<file path="config.mk">
export PLATFORM = sky130hd
export DESIGN_NAME = psum_requant_row
export DESIGN_NICKNAME = d
export VERILOG_FILES = /design/src/rtl/psum_requant_row_pkg.sv /design/src/rtl/psum_requant_row_requant_unit.sv /design/src/rtl/psum_requant_row.sv
export SDC_FILE = /design/constraint.sdc
export NUM_CORES = 1
export LEC_CHECK = 0
export CAP_MARGIN = 20
export CELL_PAD_IN_SITES_DETAIL_PLACEMENT = 2
export CELL_PAD_IN_SITES_GLOBAL_PLACEMENT = 2
export CORE_UTILIZATION = 38
export CTS_BUF_LIST = sky130_fd_sc_hd__clkbuf_8
export DETAILED_ROUTE_END_ITERATION = 10
export DONT_BUFFER_PORTS = 1
export PLACE_DENSITY_LB_ADDON = 0.05
export SYNTH_ARGS = -nofsm -noshare
export SYNTH_HDL_FRONTEND = slang
export SYNTH_SLANG_ARGS = --single-unit
</file>
<file path="constraint.sdc">
create_clock -name clk -period 8.1 [get_ports clk]
set_input_delay 1.62 -clock clk [delete_from_list [all_inputs] [get_ports clk]]
set_output_delay 1.62 -clock clk [all_outputs]
set_load 0.1 [all_outputs]
</file>
<file path="src/rtl/psum_requant_row_pkg.sv">
// Shared conv-array definitions: default widths and drain-state encoding,
// so the MAC row and its drain stage agree on vector packing.
package psum_requant_row_pkg;

  localparam int DW_DEF     = 8;
  localparam int OW_DEF     = 19;
  localparam int COLUMN_DEF = 6;
  localparam int SW_DEF     = 5;

  typedef enum logic {
    IDLE  = 1'b0,
    DRAIN = 1'b1
  } state_t;

endpackage

</file>
<file path="src/rtl/psum_requant_row_requant_unit.sv">
// Single-column requantiser: bias add, round-half-up, arithmetic shift,
// optional ReLU and signed saturation to DW bits. Purely combinational.
module requant_unit #(
  parameter int DW = 8,
  parameter int OW = 19,
  parameter int SW = 5
) (
  input  logic [OW-1:0] psum,
  input  logic [OW-1:0] bias,
  input  logic [SW-1:0] shift,
  input  logic          relu_en,
  output logic [DW-1:0] data
);

  localparam logic        [OW+1:0] ONE     = (OW+2)'(1);
  localparam logic signed [OW+1:0] SAT_MAX = (OW+2)'((1 << (DW-1)) - 1);
  localparam logic signed [OW+1:0] SAT_MIN = ~SAT_MAX;

  logic        [SW-1:0] s;
  logic signed [OW:0]   sum;
  logic        [OW+1:0] rnd;
  logic signed [OW+1:0] r;
  logic signed [OW+1:0] q;

  always_comb begin
    // Shifts beyond OW would only replicate the sign bit, so clamp there.
    s   = (shift > SW'(OW)) ? SW'(OW) : shift;
    sum = {psum[OW-1], psum} + {bias[OW-1], bias};
    rnd = '0;
    if (s != '0) rnd = ONE << (s - SW'(1));
    r = {sum[OW], sum} + rnd;
    q = r >>> s;
    if (relu_en && q[OW+1]) q = '0;
    if (q > SAT_MAX)      data = SAT_MAX[DW-1:0];
    else if (q < SAT_MIN) data = SAT_MIN[DW-1:0];
    else                  data = q[DW-1:0];
  end

endmodule

</file>
<file path="src/rtl/psum_requant_row.sv">
// Row drain stage: captures one row of partial sums, then streams the
// requantised columns out one per cycle on a valid/ready interface.
//
// state | meaning
// IDLE  | no row held, in_ready high
// DRAIN | streaming held row, column col presented on out_data
module psum_requant_row
  import psum_requant_row_pkg::*;
#(
  parameter int DW     = DW_DEF,
  parameter int OW     = OW_DEF,
  parameter int COLUMN = COLUMN_DEF,
  parameter int SW     = SW_DEF,
  parameter int CW     = $clog2(COLUMN)
) (
  input  logic                 clk,
  input  logic                 rst,
  input  logic                 in_valid,
  output logic                 in_ready,
  input  logic [COLUMN*OW-1:0] psum_in,
  input  logic [COLUMN*OW-1:0] bias_in,
  input  logic [SW-1:0]        shift,
  input  logic                 relu_en,
  output logic                 out_valid,
  input  logic                 out_ready,
  output logic [DW-1:0]        out_data,
  output logic [CW-1:0]        out_col,
  output logic                 out_last
);

  localparam logic [CW-1:0] LAST_COL = CW'(COLUMN - 1);

  state_t               state;
  logic [CW-1:0]        col;
  logic [COLUMN*OW-1:0] psum_q;
  logic [COLUMN*OW-1:0] bias_q;
  logic [SW-1:0]        shift_q;
  logic                 relu_q;
  logic [OW-1:0]        psum_sel;
  logic [OW-1:0]        bias_sel;
  logic                 accept;

  assign out_valid = (state == DRAIN);
  assign out_col   = col;
  assign out_last  = (state == DRAIN) && (col == LAST_COL);
  // Ready also on the final column handshake so rows chain with no bubble.
  assign in_ready  = !rst && ((state == IDLE) || (out_valid && out_ready && out_last));
  assign accept    = in_valid && in_ready;

  always_ff @(posedge clk or posedge rst) begin
    if (rst) begin
      state   <= IDLE;
      col     <= '0;
      psum_q  <= '0;
      bias_q  <= '0;
      shift_q <= '0;
      relu_q  <= 1'b0;
    end else begin
      if (accept) begin
        psum_q  <= psum_in;
        bias_q  <= bias_in;
        shift_q <= shift;
        relu_q  <= relu_en;
        col     <= '0;
        state   <= DRAIN;
      end else if ((state == DRAIN) && out_ready) begin
        if (col == LAST_COL) begin
          state <= IDLE;
          col   <= '0;
        end else begin
          col <= col + CW'(1);
        end
      end
    end
  end

  always_comb begin
    psum_sel = '0;
    bias_sel = '0;
    for (int i = 0; i < COLUMN; i++) begin
      if (col == CW'(i)) begin
        psum_sel = psum_q[i*OW +: OW];
        bias_sel = bias_q[i*OW +: OW];
      end
    end
  end

  requant_unit #(
    .DW(DW),
    .OW(OW),
    .SW(SW)
  ) u_requant (
    .psum   (psum_sel),
    .bias   (bias_sel),
    .shift  (shift_q),
    .relu_en(relu_q),
    .data   (out_data)
  );

endmodule

</file>
==> impl_results.md <==
- Share of layout cells above drive strength 1: roughly 42%
- Max-slew violations: 0
- Final hold vios: 0
- Final setup viols: 8
- Least-Margin Pin Slew: ~1.0 ns
- Crit end category: output pin
- Clock buffer depth: 3
- Clk sinks: between 200 and 250
- Iteration count of the initial detailed-routing pass: 5
- Area Overhead vs Synth: 29.9%
- Final HPWL DP: 39,800 um
- Hold Crit Class: flop to flop
- Vias: approximately 12,000
- Clock transition at path regs: approximately 0.06 ns
- Post-Syn Area: 14,200 um2
- Status: finished with violations
- # IOs: 252
- Routed WL per cell: between 20 and 30 um
- Clk_lat worst skew: ~0.56 ns
- I/O Buffers: 0
- Fin cells: 2,162
- Clk root buf: clkbuf_8
- WP data arrival: 7.74 ns
- Post-synth EDFFs: 0
- Setup WS post-layout: -1.26 ns
- Final net count: 1,928
- Die Ht: 195 um
- Die Wd: 195 um
- CP max-delay cell: dfrtp_4
- Yosys warning total: 0
- Yosys reg bits: 238
- Syn nets: ~1,700
- Vias per Instance: 5.62
- Critical path peak fanout: 7
- DRC viols: 0
- Dominant synthesized flop cell: dfrtp_1
- All-Layer GR Usage: about 28%
- Synthesized instance count: 1,418
- FFs w/ async S/R, synth: 100%
- Row cnt: 70
- Die area: around 38,000 um2
- Antenna violations before repair: 31
- H-tree levels: 2
- 1st-iter DRT viols: 403
- Global-route wire length before repair: 81,500 um
- Syn Area/Cell: 10.0 um2
- CTS tree: built
- Critical path startpoint category: flop
- Post-placement cell count: 2,021
- Vias in the first global route: 13,800
- Final Skew: around 0.029 ns
- Unrepaired setup endpoints after global routing: yes
- Required time worst endpoint: 6.48 ns
- CTS Hold Bufs: 0
- Gp weighted congestion: 0.865
- Core region area: 36,700 um2
- Worst R2R Setup Slack: ~4.1 ns
- Cell variety after synth: 77
- Largest net degree at the start of global routing: 150
- MaxCap Viol Count: 0
- Fin area: 18,400 um2
- ANT nets after route: 0
- Initial Utilization: 38.7%
- Fin crit share: 116%
- Min Tclk post-route: 9.36 ns
- Failing checks: negative setup slack
- GR Overflow Total: 0
- Fmax achieved: 107 MHz
- Post-DP Area: 16,500 um2
- Total wire length: 54,800 um
- CTS buffer count: 41
- Sequential fraction of the synthesis area: 41.9%
- Setup Crit Path Kind: flop to output pin
- Crit path largest cell delay: 0.52 ns
- Max transition margin: 30.4%
-- state kept, by name, indices dropped and copies added (netlist names) --
register,cells
out_col,3
psum_q,114
bias_q,114
shift_q,5
relu_q,1
out_valid,1
-- cell usage after synthesis, drive strengths merged, types with 3 or more instances --
cell type	instances	area, um2
a2111oi	3	26.3
a211oi	14	105
a21boi	6	56.3
a21o	19	150
a21oi	96	480
a221oi	4	41.3
a22oi	40	300
a2bb2oi	3	26.3
a31o	4	35.0
a31oi	5	31.3
a41oi	3	26.3
and2	5	31.3
and3	4	25.0
and4	3	26.3
buf	8	43.8
clkbuf	81	305
dfrtp	238	5960
ha	40	500
inv	18	67.6
mux2	234	2640
mux2i	51	510
nand2	138	518
nand2b	10	62.6
nand3	15	75.1
nand4	8	50.1
nor2	117	439
nor2b	3	18.8
nor3	15	75.1
nor3b	3	32.5
o211a	4	40.0
o211ai	8	60.1
o21a	5	37.5
o21ai	135	676
o21bai	6	45.0
o22ai	3	18.8
o31a	4	35.0
o31ai	4	35.0
or3	3	18.8
or4	5	41.3
xnor2	13	114
xor2	11	115
-- logic make-up (layout without fill, tap and decap cells) --
kind of cell    Yosys count  after routing  synth area share [%]
compound gates          384            384                  17.0
simple gates            336            336                  10.4
mux                     286            286                  22.3
flops                   238            238                  41.9
buf+inv                 107            362                  2.93
fa+ha+maj                42             42                  3.81
xor+xnor                 24             25                  1.61
other cells               1             21                0.0264
-- per-layer routing --
layer / part of all wire, % / track usage [%] / vias up
met5: 0.29 / 0 / -
met4: 3.0 / 11.2 / 26
met3: 5.8 / 7.41 / 104
met2: 52 / 49.5 / 249
met1: 39 / 31.8 / 6122
li1: - / - / 5640
-- repair_timing --
item,4_1_cts,5_1_grt
setup buffers,28,24
pin swaps,47,38
setup endpoints to repair,8,8
cloned,5,0
resized for setup,90,66
-- metrics by stage --
| step | utilization, % | hold WS, ns | setup TNS [ns] | setup WS [ns] |
|---|---|---|---|---|
| 4_1_cts | 48.9 | 0.510 | -8.83 | -1.25 |
| 6_report | 50.3 | 0.505 | -8.86 | -1.26 |
| 5_1_grt | 50.2 | 0.524 | -11.62 | -1.61 |
| 3_5_place_dp | 45.0 | 0.496 | -7.58 | -1.09 |
| 2_1_floorplan | - | 0.480 | -5.30 | -0.768 |
| 3_3_place_gp | 45.0 | 0.489 | -6.00 | -0.860 |
-- placed cells by master (no fill, tap or decap), types with 13 or more instances in the layout --
cell and n:
clkbuf_8 49, a22oi_1 30, buf_12 18, diode_2 20, dfrtp_1 235, nand3_1 14
nor2_1 110, buf_4 234, inv_1 26, ha_1 33, a21o_1 18, mux2i_1 47
mux2_2 233, o21ai_1 30, xnor2_1 13, o21ai_0 84, a21oi_2 14, nand2_1 135
a21oi_1 81, buf_6 19
-- area by class of cell --
class / instances / area (um2)
fillers: 3731 / 18300
multi-input cells: 1074 / 8570
flip-flops and latches: 238 / 5960
repair buffers: 275 / 2430
clock buffers: 49 / 674
well taps: 468 / 586
clock inverters: 20 / 95.1
inverters: 18 / 73.8
diodes: 20 / 50.0
-- path summary, 6_finish.rpt --
check | from | to | cells past startpoint
min reg2reg | bias_q[7] | bias_q[7] | 1
max | out_col[1] | out_data[6] | 38
min in group asynchronous | rst | out_col[1] | 1
max in group asynchronous | rst | bias_q[112] | 2
min | bias_q[7] | bias_q[7] | 1
max reg2reg | out_col[1] | bias_q[76] | 11
-- critical path, delay by kind of cell, from the launching register on --
kind	cells	cell delay (ns)
AOI/OAI and AO/OA	18	2.94
and+or+nand+nor	10	1.89
buffers and inverters	6	0.98
adders and majority gates	3	0.66
DFF	1	0.52
xor gates and xnor gates	1	0.15
Power is not shown: default switching activity piles up to over one toggle a cycle in this logic, so the estimate is an artifact.
